## config.mk

```make
export PLATFORM = sky130hd
export DESIGN_NAME = sequential_divider
export DESIGN_NICKNAME = d
export VERILOG_FILES = /design/src/rtl/sequential_divider.sv
export SDC_FILE = /design/constraint.sdc
export NUM_CORES = 1
export LEC_CHECK = 0
export CORE_UTILIZATION = 35
export CTS_CLUSTER_DIAMETER = 150
export DETAILED_ROUTE_END_ITERATION = 12
export PLACE_DENSITY = 0.54
export SYNTH_ARGS = -nofsm -noshare
export SYNTH_HDL_FRONTEND = slang
export SYNTH_SLANG_ARGS = --single-unit
```

## constraint.sdc

```tcl
create_clock -name clk -period 3.6 [get_ports clk]
set_input_delay 0.54 -clock clk [delete_from_list [all_inputs] [get_ports clk]]
set_output_delay 0.54 -clock clk [all_outputs]
set_load 0.01 [all_outputs]
```

## src/rtl/sequential_divider.sv

```systemverilog
// Sequential restoring divider. Produces one quotient bit per clock, MSB
// first, so a WIDTH-bit division takes WIDTH clocks after the start is
// accepted. A zero divisor finishes on the first clock with an error flag.
module sequential_divider #(
  parameter int WIDTH = 8
) (
  input  logic             clk,
  input  logic             rst,
  input  logic             start,
  input  logic [WIDTH-1:0] dividend,
  input  logic [WIDTH-1:0] divisor,
  output logic [WIDTH-1:0] quotient,
  output logic [WIDTH-1:0] remainder,
  output logic             done,
  output logic             busy,
  output logic             div_by_zero
);

  localparam int CW = $clog2(WIDTH) + 1;
  localparam logic [CW-1:0] CNT_ONE  = CW'(1);
  localparam logic [CW-1:0] CNT_LAST = CW'(WIDTH - 1);

  typedef enum logic [1:0] {
    IDLE = 2'd0,
    RUN  = 2'd1,
    DONE = 2'd2
  } state_t;

  state_t           r_state;
  // Holds the not-yet-consumed dividend bits in the upper part and the
  // quotient bits produced so far in the lower part; after WIDTH shifts it
  // holds the complete quotient.
  logic [WIDTH-1:0] r_dvd;
  logic [WIDTH-1:0] r_dsr;
  // Stored partial remainder is always below the divisor, so WIDTH bits
  // suffice between iterations; the shifted value used for the compare and
  // subtract is WIDTH+1 bits.
  logic [WIDTH-1:0] r_prem;
  logic [CW-1:0]    r_cnt;

  logic [WIDTH:0]   w_shift;
  logic [WIDTH:0]   w_sub;
  logic             w_ge;
  logic [WIDTH-1:0] w_rem_next;
  logic [WIDTH-1:0] w_dq_next;
  logic             w_last;
  logic             w_dsr_zero;

  // One restoring-division step: shift in the next dividend bit, trial subtract, restore on borrow.
  always_comb begin
    w_shift = {r_prem, r_dvd[WIDTH-1]};
    w_sub   = w_shift - {1'b0, r_dsr};
    // Because the shifted remainder is below 2*divisor, the (WIDTH+1)-bit
    // difference has its top bit set exactly when shifted < divisor, so the
    // top bit acts as the borrow of the compare.
    w_ge    = ~w_sub[WIDTH];
    if (w_ge) begin
      w_rem_next = w_sub[WIDTH-1:0];
    end else begin
      w_rem_next = w_shift[WIDTH-1:0];
    end
    w_dq_next  = {r_dvd[WIDTH-2:0], w_ge};
    w_last     = (r_cnt == CNT_LAST);
    w_dsr_zero = (r_dsr == {WIDTH{1'b0}});
  end

  // Control FSM and datapath registers, including all registered outputs.
  always_ff @(posedge clk) begin
    if (rst) begin
      r_state     <= IDLE;
      r_dvd       <= {WIDTH{1'b0}};
      r_dsr       <= {WIDTH{1'b0}};
      r_prem      <= {WIDTH{1'b0}};
      r_cnt       <= {CW{1'b0}};
      quotient    <= {WIDTH{1'b0}};
      remainder   <= {WIDTH{1'b0}};
      done        <= 1'b0;
      busy        <= 1'b0;
      div_by_zero <= 1'b0;
    end else begin
      case (r_state)
        IDLE, DONE: begin
          if (start) begin
            r_dvd       <= dividend;
            r_dsr       <= divisor;
            r_prem      <= {WIDTH{1'b0}};
            r_cnt       <= {CW{1'b0}};
            done        <= 1'b0;
            div_by_zero <= 1'b0;
            busy        <= 1'b1;
            r_state     <= RUN;
          end else begin
            r_state <= r_state;
          end
        end
        RUN: begin
          if (w_dsr_zero) begin
            // Divide by zero: report all-ones quotient and pass the dividend
            // through as remainder without iterating.
            quotient    <= {WIDTH{1'b1}};
            remainder   <= r_dvd;
            div_by_zero <= 1'b1;
            done        <= 1'b1;
            busy        <= 1'b0;
            r_state     <= DONE;
          end else begin
            r_prem <= w_rem_next;
            r_dvd  <= w_dq_next;
            r_cnt  <= r_cnt + CNT_ONE;
            if (w_last) begin
              quotient  <= w_dq_next;
              remainder <= w_rem_next;
              done      <= 1'b1;
              busy      <= 1'b0;
              r_state   <= DONE;
            end else begin
              r_state <= RUN;
            end
          end
        end
        default: begin
          r_state <= IDLE;
          done    <= 1'b0;
          busy    <= 1'b0;
        end
      endcase
    end
  end

endmodule

```

==> metrics.txt <==
Yosys warning total=0; Adder-Cell Fraction of Synth Area=4.993%; register area share after synthesis=36.93%; Max FO, Critical Path=6; DR DRC count=0; Worst-Skew Late Latency=0.31 ns; peak supply drop=0.2009 mV; clk sink count=49; RD Place Congestion=0.8220; gr ovfl total=0; Tot Pwr=1.533 mW; fin crit period=2.718 ns; CP endpoint kind=flop; Die Y-Extent=89.12 um; largest net degree at the start of global routing=35; Synth Area per Inst=7.977 um^2; Post-CTS Repair Setup Buffers=0; CTS root buf=clkbuf_8; final setup fails=0; distinct cell type count after synthesis=54; core footprint=7292 um^2; largest family of logic cells by synthesized area=compound AO/OA/AOI/OAI gates; Slew Viols, Final=0; Total Neg Setup Slack=0 ns; Synth Area in Simple Gates=23.08%; RSZ-0062 raised after global routing=false; Routed WL=7265 um; Post-Syn Instances=333; dominant cell type by area after synthesis=dfxtp_1; Via-to-Cell Ratio=5.447; Top FF cell, synth=dfxtp_1; Max Clk Rate=367.9 MHz; global-route wire length before repair=11800 um; initial antenna violation count=0; data arrival time of the worst path=2.92 ns; max_cap viols=0; hold depth=2; XOR/XNOR Fraction of Synth Area=1.978%; P&R area growth vs syn=21.62%; Antenna Nets Post-Route=0; cts bufs inserted=5; Initial DRC Count=122; clock skew=0.01321 ns; largest cells by area after synthesis=dfxtp_1 37%, a21oi_1 6.2%, nand2_1 5.9%, ha_1 4.2%, nor2_1 4.0%; die footprint=7941 um^2; PortBufs=37; CTS resizes=0; CTS clock-pin slew for the worst setup and hold paths=0.10 ns; final hold viol count=0; largest buffer count on any clock path=2; Post-synth ARST share=0%; number of global-route vias before repair=2327; vias=2533; Crit Path Class=flop to flop; fin crit share=75.51%; Worst R2R Setup Slack=0.88 ns; Relative slew margins=36.39%; CP Launch Type=flop; Setup crit start=r_dvd[7]; placed inst area=3118 um^2; Netlist Area Pre-Place=2656 um^2; TritonRoute pass-1 iters=4; HPWL after detailed placement=5388 um; power per cell area=474.6 nW/um^2; syn nets=362; gr usage total=19.45%; Crit Reg-Reg Startpoint=r_dvd[7]; most instantiated cells after synthesis=49 x dfxtp_1, 42 x nand2_1, 33 x a21oi_1, 28 x nor2_1, 20 x o21ai_0; status=complete, no violations; H-tree Lvls=2; Hold Buf Count CTS=0; share of cells above drive strength 1=7.377%; Worst Tran Pin Value=0.9500 ns; min-delay src=r_state[1]; diodes inserted=0; initial core utilization=36.43%; post-route cell area=3231 um^2; I/O Pins=38; count leader, synth=dfxtp_1; post-synthesis compound-gate area fraction=26.57%; DIE WIDTH=89.12 um; post-synthesis mux area share=1.696%; Leak=1.205 nW; R2R cell count=9; CTS tree=yes; worst hold path class=flop to flop; Seq cells post-synth=49; Post-synth EDFFs=0; Yosys top cell area share=36.93%; wire per inst=15.62 um; Rows=31; NumNets Final=394; worst endpoint required time=3.80 ns
[worst paths after layout]
path / to
max: remainder[2]
min: r_state[1]
max reg2reg: remainder[2]
min reg2reg: r_state[1]
[critical path, cell delays in order (launching register included)]
cell and delay, ns:
dfxtp_1 0.32, inv_1 0.11, ha_1 0.17, inv_1 0.05, fa_1 0.43, a211oi_4 0.35
o211ai_2 0.16, a2111oi_0 0.75, a211o_1 0.19, a31oi_1 0.07
[metrics by stage]
step | setup slack, ns | hold WS [ns] | instances | util (%)
after floorplan | 1.115 | 0.4446 | 333 | -
after global placement | 0.9204 | 0.4606 | 457 | 42.76
after detailed placement | 0.8723 | 0.4658 | 457 | 42.76
after CTS | 0.8704 | 0.4797 | 465 | 44.30
after global routing | 0.7350 | 0.5205 | 465 | 44.30
final | 0.8817 | 0.4803 | 465 | 44.30
[flip-flops by register name, indices dropped and copies added, names as in the netlist]
register     flops
r_dvd            8
r_dsr            8
done             1
remainder        8
r_state          2
div_by_zero      1
quotient         8
r_cnt            4
r_prem           8
busy             1
[placed cells by master, fill, tap and decap left out, types with 3 or more instances in the layout]
cell type        synthesis  layout
nor3_1                   9       9
nand2b_1                 5       5
dfxtp_1                 49      49
ha_1                     9       9
mux2i_1                  3       3
nand4_1                 12      12
xor2_1                   5       5
a211o_1                  3       3
clkdlybuf4s50_1          0      37
a211oi_1                 5       5
inv_1                   13      13
o211ai_1                 3       3
o22ai_1                  7       7
a21oi_1                 33      33
buf_4                    0       6
nand3_1                 15      15
nand2_1                 42      42
nor2_1                  28      28
clkbuf_8                 0       5
o21ai_0                 20      20
a22oi_1                  8       8
[kinds of logic after synthesis]
logic type,Yosys count
buf+inv,31
fa+ha+maj,10
xor+xnor,6
mux,4
compound gates,105
simple gates,128
flops,49
[cell type report]
cell class	count	area, um^2
clock buffers	5	68.82
clock inverters	3	43.79
fillers	782	4061
inverters	13	48.80
multi-input cells	253	1549
flip-flops and latches	49	980.9
well taps	99	123.9
repair buffers	43	415.4
[layer usage]
layer	track usage (%)	vias to the layer above	wire (um)
li1	-	1277	-
met1	27.42	1198	3523
met2	31.30	49	3420
met3	2.862	9	233
met4	4.762	0	88
met5	0	-	0
[where the power goes]
group / internal, mW / switching (mW) / total (mW)
clock network: 0.209 / 0.201 / 0.410
logic: 0.208 / 0.296 / 0.504
registers: 0.582 / 0.0372 / 0.620
Note: power is estimated with default switching activity, not from simulation.
